[config.mk]
export PLATFORM = sky130hd
export DESIGN_NAME = stopwatch_ctrl
export DESIGN_NICKNAME = d
export VERILOG_FILES = /design/src/rtl/stopwatch_ctrl.sv
export SDC_FILE = /design/constraint.sdc
export NUM_CORES = 1
export LEC_CHECK = 0
export BUFFER_PORTS_ARGS = -buffer_cell sky130_fd_sc_hd__clkbuf_2
export CORE_AREA = 3 3 73 75
export CTS_BUF_LIST = sky130_fd_sc_hd__clkbuf_8 sky130_fd_sc_hd__clkbuf_16
export CTS_CLUSTER_DIAMETER = 30
export DETAILED_ROUTE_END_ITERATION = 10
export DIE_AREA = 0 0 76 78
export SYNTH_ARGS = -nofsm -noshare
export SYNTH_HDL_FRONTEND = slang
export SYNTH_SLANG_ARGS = --single-unit
[constraint.sdc]
create_clock -name clk -period 2.9 [get_ports clk]
set_clock_uncertainty 0.2 [all_clocks]
set_input_delay 0.145 -clock clk [delete_from_list [all_inputs] [get_ports clk]]
set_output_delay 0.145 -clock clk [all_outputs]
set_load 0.02 [all_outputs]
[src/rtl/stopwatch_ctrl.sv]
// Stopwatch control sequencer: button debounce, run/pause/done FSM, count/load
// strobes, direction latch, terminal-count detection and done-state blink.
`timescale 1ns/1ps
module stopwatch_ctrl #(
  parameter int unsigned DB_COUNT    = 1000000,
  parameter int unsigned DB_W        = 20,
  parameter int unsigned BLINK_TICKS = 50
) (
  input  logic clk,
  input  logic reset,
  input  logic tick_10ms,
  input  logic start_btn,
  input  logic load_sw,
  input  logic dec_sw,
  input  logic count_zero,
  input  logic count_max,
  output logic count_en,
  output logic load_pulse,
  output logic dir_down,
  output logic running,
  output logic done,
  output logic blank
);

  localparam int unsigned BLINK_W = (BLINK_TICKS > 1) ? $clog2(BLINK_TICKS) : 1;

  typedef enum logic [1:0] {
    S_IDLE  = 2'd0,
    S_RUN   = 2'd1,
    S_PAUSE = 2'd2,
    S_DONE  = 2'd3
  } state_t;

  state_t              state_q, state_d;
  logic                btn_s1_q, btn_s2_q;
  logic                btn_acc_q, btn_acc_d;
  logic [DB_W-1:0]     db_cnt_q, db_cnt_d;
  logic                press_c;
  logic                load_sw_q;
  logic                load_rise_c;
  logic [BLINK_W-1:0]  blink_q, blink_d;
  logic                blank_q, blank_d;
  logic                dir_q, dir_d;
  logic                count_en_q, count_en_d;
  logic                load_pulse_q, load_pulse_d;
  logic                running_q, done_q;
  logic                term_sw_c, term_dir_c;

  // Debounce: accepted level follows the synchronized level once it has differed for DB_COUNT cycles
  always_comb begin
    db_cnt_d  = '0;
    btn_acc_d = btn_acc_q;
    press_c   = 1'b0;
    if (btn_s2_q != btn_acc_q) begin
      if (db_cnt_q == DB_W'(DB_COUNT - 1)) begin
        btn_acc_d = btn_s2_q;
        press_c   = btn_s2_q;
      end else begin
        db_cnt_d = db_cnt_q + DB_W'(1);
      end
    end
  end

  assign load_rise_c = load_sw & ~load_sw_q;
  assign term_sw_c   = dec_sw ? count_zero : count_max;
  assign term_dir_c  = dir_q  ? count_zero : count_max;

  always_comb begin
    state_d      = state_q;
    dir_d        = dir_q;
    blink_d      = blink_q;
    blank_d      = blank_q;
    count_en_d   = 1'b0;
    load_pulse_d = 1'b0;
    case (state_q)
      S_IDLE, S_PAUSE: begin
        if (load_rise_c) begin
          load_pulse_d = 1'b1;
        end else if (press_c) begin
          if (term_sw_c) begin
            state_d = S_DONE;
          end else begin
            state_d = S_RUN;
            dir_d   = dec_sw;
          end
        end
      end
      S_RUN: begin
        // A terminal tick wins over a same-cycle press
        if (tick_10ms && term_dir_c) begin
          state_d = S_DONE;
        end else begin
          count_en_d = tick_10ms;
          if (press_c) state_d = S_PAUSE;
        end
      end
      S_DONE: begin
        if (tick_10ms) begin
          if (blink_q == BLINK_W'(BLINK_TICKS - 1)) begin
            blink_d = '0;
            blank_d = ~blank_q;
          end else begin
            blink_d = blink_q + BLINK_W'(1);
          end
        end
        if (load_rise_c || press_c) begin
          load_pulse_d = load_rise_c;
          state_d      = S_IDLE;
          blink_d      = '0;
          blank_d      = 1'b0;
        end
      end
      default: state_d = S_IDLE;
    endcase
  end

  always_ff @(posedge clk or negedge reset) begin
    if (!reset) begin
      state_q      <= S_IDLE;
      btn_s1_q     <= 1'b0;
      btn_s2_q     <= 1'b0;
      btn_acc_q    <= 1'b0;
      db_cnt_q     <= '0;
      load_sw_q    <= 1'b0;
      blink_q      <= '0;
      blank_q      <= 1'b0;
      dir_q        <= 1'b0;
      count_en_q   <= 1'b0;
      load_pulse_q <= 1'b0;
      running_q    <= 1'b0;
      done_q       <= 1'b0;
    end else begin
      state_q      <= state_d;
      btn_s1_q     <= start_btn;
      btn_s2_q     <= btn_s1_q;
      btn_acc_q    <= btn_acc_d;
      db_cnt_q     <= db_cnt_d;
      load_sw_q    <= load_sw;
      blink_q      <= blink_d;
      blank_q      <= blank_d;
      dir_q        <= dir_d;
      count_en_q   <= count_en_d;
      load_pulse_q <= load_pulse_d;
      running_q    <= (state_d == S_RUN);
      done_q       <= (state_d == S_DONE);
    end
  end

  assign count_en   = count_en_q;
  assign load_pulse = load_pulse_q;
  assign dir_down   = dir_q;
  assign running    = running_q;
  assign done       = done_q;
  assign blank      = blank_q;

endmodule

=== Yosys cells after proc, flatten, opt, wreduce, memory -nomap -nowiden ===
Cells that the tools add are included.

* Input port bits: 8
* Bits in registers: 38
* Logic and storage cells: 62

* Eq/ne operators: 8
* Mux-type cells: 24
* Bitwise gates (word level): 5
* Reduce and logical (&&, ||, !) cells: 10
* Add/subtract/negate cells: 2

{| class="wikitable"
|+ Operators by type and width
! kind !! number
|-
| 20-bit 2-to-1 mux || 2
|-
| 20-bit by 1-bit adder with 20-bit output, second input constant || 1
|-
| 20-bit == test, second input constant || 1
|-
| 6-bit 2-to-1 mux || 3
|-
| 2-bit 2-to-1 mux || 6
|-
| 1-bit 2-to-1 mux || 11
|-
| 6-bit by 1-bit adder with 6-bit output, second input constant || 1
|-
| 2-bit == test, second input constant || 3
|-
| 6-bit == test, second input constant || 1
|-
| 2-bit case mux with 3 select lines || 1
|-
| 2-bit by 1-bit == test with 1-bit output, second input constant || 2
|-
| 1-bit NOT || 4
|-
| 2-bit AND reduction || 2
|-
| 4-bit AND reduction || 1
|-
| 2-bit nonzero test || 2
|-
| 3-bit AND reduction || 1
|-
| 2-bit zero test || 1
|-
| 1-bit case mux with 2 select lines || 1
|-
| 2-bit OR reduction || 1
|-
| 1-bit AND || 1
|-
| 1-bit logical AND || 1
|-
| 1-bit logical OR || 1
|-
| 1-bit inequality test || 1
|}

=== Longest topological paths before layout ===
Gate-level depths: netlist of the first run.

* Depth in word-level cells: 7
* Mapped depth: 7

=== Least setup slack after synthesis of the first run ===
OpenSTA, ideal clock, no wires.

* Kind: reg-to-reg
* Start point: reg db_cnt_q[0]
* End point: reg dir_q, in the netlist dir_down
* Cell stages (with the launch flop): 7
* Arrival time: 2.233 ns
* Setup time: 0.069 ns
* Slack: 0.398 ns
* Cells stage by stage: dfrtp_1 ha_1 nand4_1 or4_4 or4_4 or4b_1 nand3_1

* Word-level cells in the longest chain between the ends: 4

{| class="wikitable"
|+ Ends and longest elaborated chain
! item !! RTL line !! source
|-
| from (decl) || 37 || <nowiki>logic [DB_W-1:0] db_cnt_q, db_cnt_d;</nowiki>
|-
| from (signal assigned) || 137 || <nowiki>db_cnt_q <= db_cnt_d;</nowiki>
|-
| 20-bit == test || 55 || <nowiki>if (db_cnt_q == DB_W'(DB_COUNT - 1)) begin</nowiki>
|-
| 1-bit 2-to-1 mux || 55 ||
|-
| 1-bit 2-to-1 mux || 54 || <nowiki>if (btn_s2_q != btn_acc_q) begin</nowiki>
|-
| 4-bit AND reduction (no line) || -- ||
|-
| to (signal assigned) || 141 || <nowiki>dir_q <= dir_d;</nowiki>
|-
| to (decl) || 43 || <nowiki>logic dir_q, dir_d;</nowiki>
|}

Every way passes these cells.
A chain may end at the register's enable or synchronous reset.

=== Worst setup path in the final report of the first run ===
Same ends and word-level chain as after synthesis.

==> impl_summary.md, run 1 <==
CTS
The number of resized instances in the post-cts repair step is 0. The total clock sinks is 38. For this design, the CTS-stage hold fixing added 7 buffers. The clock reaches the later pin of the worst-skew pair after 0.30 ns.

Buffers inserted during clock tree synthesis total 5. The tree is rooted in a clkbuf_8. The clock-pin slew on the worst setup and hold paths is 0.08 ns.

The number of setup buffers added after CTS is 0. In this run the number of H-tree levels came out at 2. The longest clock path from root to sink contains 2 buffers.

TritonCTS built the clock tree.

Layout
For this run, the post-layout net count is 229. Ranked by flip-flop count, first place goes to db_cnt_q. The diode insertion count for antenna repair is 0.

The synthesis-to-finish area growth is 16.2%. The largest registers in the layout are db_cnt_q x20, blink_q x6, state_q x2. Of the cells placed in the final design, the portion with a size suffix greater than 1 is 13.7%.

The register with the most flip-flops in the layout has 20 of them.

Timing
Setup repair after global routing left no endpoint under its margin. The pin slew with the least headroom to its limit is 0.915 ns. After routing, the total negative slack on setup checks comes to 0 ns. Measured against its own limit, the worst slew margin works out to 39.0%. The final-report hold violation count is 0. The final critical path takes up 90.9% of the cycle.

Setup violations remaining at the end of the flow were counted as 0. The max-slew violation total from the final report is 0. Based on the critical path, the design can be clocked at up to 0.379 GHz. The clock period could shrink to 2.64 ns.

Setup path
Among cell families on the critical path, the largest total delay comes from simple AND/OR/NAND/NOR gates. The critical path contains buffers and inverters numbering 0 combined. The highest fanout seen on the critical path is 6. The worst setup path is launched from a register. Data on the critical path arrives at its endpoint at 2.67 ns.

The maximum single-stage delay on the critical path is 0.56 ns. For the worst setup path, the data required time is 2.94 ns. Among the stages of the critical path, the cell type that occurs most often is or4_4.

The critical path capture point type is a register. The signal on the critical path passes through ha_1, nand4_1, or4_4, or4_4, or4b_1, nand3_1. On the critical path, the stage with the largest delay is an instance of or4_4. The worst setup path is of the register to register kind.

Power
The cell-internal power is 924 µW. The portion of total power attributed to combinational logic is 17.3%. The analysis attributes to cell leakage a power of 0.950 nW. In this run the power spent charging and discharging nets is 378 µW. IR analysis of the VDD net gives a maximum drop of 294 µV. The clock network power share is 33.8%. Of the total power, the share spent switching nets is 29.0%.

The overall power consumption is 1.30 mW. The part of the total power dissipated in sequential elements is 48.9%. The power density over the cells is 592 nW/µm².

Detailed routing
In the routed design, unresolved DRC markers number 0. The average wire per cell in the routed design is 12.2 µm. In this run the remaining antenna-violating nets after routing total 0.

The iteration-0 DRC count of the detailed router is 34. The total length of routed wires is 3.49 mm. The routed layout has 1430 vias. The average vias per placed instance is 5.00. The pre-antenna-repair detailed-routing pass consisted of 6 iterations.

Global routing
The initial antenna violation count is 0. The pin count of the biggest net entering global routing is 39. The number of global-route vias before repair was 1425. The overall global routing resource usage is 13.8%. Summed over all layers, the global routing overflow is 0. The wire length of the first global-routing pass is 6.63 mm.

Logic synthesis
The count of state elements after synthesis is 38. Counting flops with an async set or reset pin after synthesis yields a share of 100%. The portion of the post-synthesis area used by sequential elements is 50.2%. In the post-synthesis netlist, the biggest area contributors are dfrtp_1, nor2_1, nand3_1. In the synthesized netlist the dominant register cell turns out to be dfrtp_1. The count of unique library cells instantiated by Yosys is 39. Ranked by instance count, the synthesized netlist is headed by dfrtp_1, nor2_1, nand3_1. Counting every net in the synthesized netlist gives 206. In the synthesized netlist, the number of instances is 195. The total of warnings raised by yosys is 0. The cell area that synthesis handed to floorplanning was 1890 µm². Yosys mapped a number of flops with a built-in enable equal to 0. The top cell type by area accounts for 50.2% of the synthesized area. The synthesized design spends more area on one cell type than any other, namely dfrtp_1. The most used standard cell by instance count after synthesis is dfrtp_1. The mean post-synth cell area is 9.71 µm².

Placed design
The final estimated routing congestion in global placement is 0.793. During placement, the flow inserted port buffers numbering 13. The post-DP HPWL is 2.41 mm.

Die
The width of the die is 76 µm. The number of placement rows is 25. The die is 78 µm tall. In this run the standard cell core region covers 4720 µm². The die covers 5930 µm². The starting utilization of the core area is 40.1%. The boundary pin count is 14.

Run status
The flow ran to the end, and the final reports show no timing, DRC or antenna violations.

Worst hold path
The worst hold path belongs to the class register to register.

Job
The number of maximum-capacitance violations is 0.
-- placed cells by master, fill, tap and decap left out, types with 4 or more instances in the layout --
cell / Yosys / final
nor2_1: 30 / 30
clkbuf_8: 0 / 5
a21oi_1: 9 / 9
mux2i_1: 6 / 6
nor3_1: 4 / 4
nand2_1: 15 / 15
nand4_1: 5 / 5
xor2_1: 9 / 9
nand3_1: 16 / 16
dfrtp_1: 38 / 38
xnor2_1: 8 / 8
o21ai_0: 8 / 7
clkbuf_2: 0 / 13
and3_1: 5 / 5
dlygate4sd3_1: 0 / 7
inv_1: 5 / 7
-- power by group through the flow --
| stage | clock network [mW] | registers, mW | logic (mW) |
|---|---|---|---|
| finish | 0.440 | 0.637 | 0.225 |
| detailed placement | 0 | 0.647 | 0.220 |
| CTS | 0.451 | 0.636 | 0.228 |
| global route | 0.480 | 0.648 | 0.258 |
| global placement | 0 | 0.647 | 0.220 |
| floorplan | 0 | 0.652 | 0.157 |
-- through the flow --
stage	setup WS [ns]	instance area (µm²)	cells	hold WS, ns	util (%)
6_report	0.264	2200	286	0.173	46.6
5_1_grt	0.118	2200	286	0.203	46.6
4_1_cts	0.257	2200	286	0.181	46.6
3_5_place_dp	0.257	2020	271	0.0708	42.8
3_3_place_gp	0.290	2020	271	0.0535	42.8
2_1_floorplan	0.398	1890	195	-0.351	-
-- worst paths after layout --
path,start,to,slack [ns],cells after the start
min in group asynchronous,reset,blink_q[1],0.31,2
hold reg to reg,btn_s1_q,btn_s2_q,0.17,0
max in group asynchronous,reset,db_cnt_q[9],1.61,2
setup reg to reg,db_cnt_q[0],dir_down,0.26,6
setup / recovery,db_cnt_q[0],dir_down,0.26,6
hold / removal,btn_s1_q,btn_s2_q,0.17,0
-- layout make-up --
cell class              instances  area, µm²
repair buffers                 21        143
clock buffers                   5       68.8
fillers                       463       2520
inverters                       5       18.8
multi-input cells             147        897
flip-flops and latches         38        951
well taps                      67       83.8
clock inverters                 3       37.5
-- per-layer routing --
layer	vias to the layer above	wire, µm	GRT usage (%)
met1	674	1690	18.0
met2	19	1640	22.2
met5	-	0	0
met3	7	106	3.13
met4	0	60	5.98
li1	730	-	-
-- logic make-up after synthesis --
group	after synthesis	share of synthesized area, %
buffers and inverters	10	2.38
multiplexers	7	3.77
XOR/XNOR	17	7.87
adder cells (fa/ha/maj)	3	1.98
flip-flops	38	50.2
AND/OR/NAND/NOR	99	27.6
AO/OA/AOI/OAI	21	6.15
Note: power is estimated with default switching activity, not from simulation.
==> run 2, diff against run 1 <==
--- a/config.mk
+++ b/config.mk
@@ -11,6 +11,7 @@
 export CTS_CLUSTER_DIAMETER = 30
 export DETAILED_ROUTE_END_ITERATION = 10
 export DIE_AREA = 0 0 76 78
+export PLACE_DENSITY = 0.64
 export SYNTH_ARGS = -nofsm -noshare
 export SYNTH_HDL_FRONTEND = slang
 export SYNTH_SLANG_ARGS = --single-unit
==> constraint.sdc (replaced) <==
create_clock -name clk -period 3.35 [get_ports clk]
set_clock_uncertainty 0.2 [all_clocks]
set_input_delay 0.1675 -clock clk [delete_from_list [all_inputs] [get_ports clk]]
set_output_delay 0.1675 -clock clk [all_outputs]
set_load 0.02 [all_outputs]
==> run 2 against run 1 <==
Compared with the run above:
- worst hold slack got worse by 0.14 ns
- combinational power fell by 14%
- fmax is 16% lower
- global-route usage is 1.6 points lower
- critical path depth rose by 1
- worst setup slack lost 0.057 ns
- sequential power shrank 13%
- power decreased by 20%
- non-clock buffer count is the same
- die area unchanged
- via count shrank 0.49%
- first-iteration DRC count up 110%
- critical endpoint unchanged
==> impl_summary.md, run 2 (synthesis gave the netlist of run 1 again) <==
Layout
The most frequent standard cell in the layout excluding fill and tap cells is dfrtp_1 (unchanged). The fraction of final layout cells sized beyond drive strength 1 is 14.7% (was 13.7%). Commonest cells after routing, fill and taps aside: dfrtp_1, nor2_1, nand3_1, nand2_1, clkbuf_2 (unchanged). Registers with the most flip-flops: db_cnt_q x20, blink_q x6, state_q x2 (unchanged). The synthesis-to-finish area growth is 14.6% (was 16.2%). The number of standard cells in the final layout excluding fillers was 285 (was 286).

The flip-flop count of the largest register after layout is 20 (unchanged). The multi-input gate area in the final layout is 897 µm² (unchanged). The most flop-heavy register is db_cnt_q (unchanged). The fill cell instance count of the final layout is 445 (was 463). The final net count is 229 (unchanged). The finished layout cell area was 2170 µm² (was 2200 µm²). The diode insertion count for antenna repair is 0 (unchanged). The register area is 951 µm² (unchanged).

Placed design
The instance area after placement was 2030 µm² (was 2020 µm²). The number of placed cells counting well taps is 272 (was 271). The final estimated routing congestion in global placement is 0.799 (was 0.793). The post-DP HPWL is 2.35 mm (was 2.41 mm). The number of port buffers came to 13 (unchanged).

CTS
The clock latency reported for the late side of the worst-skew pair was 0.28 ns (was 0.30 ns). The clock root buffer is clkbuf_8 (unchanged). The total clock sinks is 38 (unchanged). The number of H-tree levels is 2 (unchanged). The number of buffers added by the clock tree synthesis step is 5 (unchanged). The number of setup buffers added after CTS is 0 (unchanged).

The clock-pin slew on the worst setup and hold paths was 0.08 ns (about the same). The number of resized instances in the post-cts repair step is 0 (unchanged). The maximum root-to-sink buffer count is 2 (unchanged). The number of buffers inserted by hold repair at cts is 6 (was 7).

The clock tree from TritonCTS was built (unchanged).

Detailed routing
The total length of routed wires came to 3.32 mm (was 3.49 mm). The length of the first detailed-routing pass in iterations is 4 (was 6). The final antenna-violating net count is 0 (unchanged). The total via count after detailed routing is 1423 (was 1430). The average vias per placed instance is 4.99 (was 5.00). The average wire per cell in the routed design is 11.7 µm (was 12.2 µm). The DRC violation count after routing came to 0 (unchanged). The iteration-0 DRC count of the detailed router is 72 (was 34).

Global routing
The wire length of the first global-routing pass is 5.95 mm (was 6.63 mm). The pin count of the biggest net entering global routing came to 39 (unchanged). The remaining global-route overflow came to 0 (unchanged). The number of global-route vias before repair is 1352 (was 1425). The initial antenna violation count is 0 (unchanged).

The overall global routing resource usage came to 12.3% (was 13.8%).

Setup path
The cell with the largest stage delay on the worst path was or4_4 (unchanged). The maximum single-stage delay on the critical path is 0.55 ns (was 0.56 ns). Sequence of cells on the critical path: ha_1, nand4_1, or4_4, or4_4, or4b_1, nand3_1, dlygate4sd3_1 (was ha_1, nand4_1, or4_4, or4_4, or4b_1, nand3_1). The critical path class is register to register (unchanged).

The data required time at the worst endpoint is 3.38 ns (was 2.94 ns). The cell repeated most along the worst path is or4_4 (unchanged). The type of element launching the critical path is a register (unchanged). The arrival time of the worst setup path was 3.17 ns (was 2.67 ns).

The critical path capture point type is a register (unchanged). The highest fanout seen on the critical path came to 6 (unchanged).

Timing
The pin slew with the least headroom to its limit is 0.924 ns (was 0.915 ns). The relative slew slack came to 38.4% (was 39.0%). The number of setup violations in the final report is 0 (unchanged).

The max-slew violation total from the final report is 0 (unchanged). The maximum clock rate is 0.318 GHz (was 0.379 GHz). The fraction of the cycle the final worst path needs is 93.8% (was 90.9%). The final-report hold violation count came to 0 (unchanged).

The minimum period implied by the final worst setup slack came to 3.14 ns (was 2.64 ns). Unrepaired setup endpoints after global routing: false (unchanged). The total negative slack for setup checks came to 0 ns (unchanged).

Die
The starting utilization of the core area is 40.1% (unchanged). The die boundary height is 78 µm (unchanged). The overall die area is 5930 µm² (unchanged).

The width of the die was 76 µm (unchanged). The number of placement rows came to 25 (unchanged). The placeable core region is 4720 µm² (unchanged). The boundary pin count is 14 (unchanged).

Power
The static power due to leakage was 0.930 nW (was 0.950 nW). The switching power total is 315 µW (was 378 µW). The largest voltage drop on the vdd net is 177 µV (was 294 µV).

The clock network power share came to 27.9% (was 33.8%). The fraction of power spent switching nets is 30.4% (was 29.0%). The part of the total power dissipated in sequential elements came to 53.4% (was 48.9%). The portion of total power attributed to combinational logic is 18.7% (was 17.3%). The cell-internal power is 722 µW (was 924 µW). The power density over the cells is 478 nW/µm² (was 592 nW/µm²). The overall power consumption came to 1.04 mW (was 1.30 mW).

Run status
Status: finished, final reports clean (unchanged).

Worst hold path
The class of the most critical hold timing path is input port to register (was register to register).

Job
The number of maximum-capacitance violations came to 0 (unchanged).
run 2: power by group through the flow:
stage	Combinational, mW	Sequential (mW)	Clock [mW]
finish	0.194	0.554	0.289
global route	0.226	0.564	0.327
CTS	0.198	0.554	0.302
detailed placement	0.193	0.562	0
global placement	0.192	0.560	0
floorplan	0.136	0.564	0
run 2: layout make-up:
class / count / share of cell area, %
well taps: 67 / 3.86
repair buffers: 21 / 6.46
clock buffers: 5 / 3.17
flip-flops and latches: 38 / 43.8
inverters: 5 / 0.865
multi-input cells: 147 / 41.3
clock inverters: 2 / 0.461
run 2: stage by stage:
| stage | utilization, % | worst slack [ns] | hold WS (ns) |
|---|---|---|---|
| floorplan | - | 0.848 | -0.328 |
| global placement | 43.0 | 0.752 | 0.0758 |
| detailed placement | 43.0 | 0.735 | 0.0854 |
| CTS | 45.9 | 0.204 | 0.0285 |
| global route | 45.9 | 0.0649 | 0.0598 |
| finish | 45.9 | 0.207 | 0.0329 |
run 2: final timing paths:
kind | endpoint | slack [ns] | cells after the start | startpoint
max | dir_down | 0.21 | 7 | db_cnt_q[0]
max reg2reg | dir_down | 0.21 | 7 | db_cnt_q[0]
min reg2reg | btn_s2_q | 0.16 | 0 | btn_s1_q
min in group asynchronous | blink_q[3] | 0.35 | 2 | reset
max in group asynchronous | db_cnt_q[3] | 2.01 | 2 | reset
min | running | 0.03 | 4 | count_zero
run 2: metal layers:
| metal | up-vias | global-route usage (%) | part of all wire (%) |
|---|---|---|---|
| li1 | 722 | - | - |
| met1 | 678 | 16.2 | 50 |
| met2 | 19 | 20.0 | 46 |
| met3 | 4 | 3.13 | 3.1 |
| met4 | 0 | 3.26 | 0.69 |
| met5 | - | 0 | 0 |
run 2: worst max-delay path, delay by kind of cell, from the launching register on:
| kind | cells | cell delay (ns) |
|---|---|---|
| simple gates | 5 | 1.76 |
| fa+ha+maj | 1 | 0.22 |
| flops | 1 | 0.40 |
| buf+inv | 1 | 0.54 |
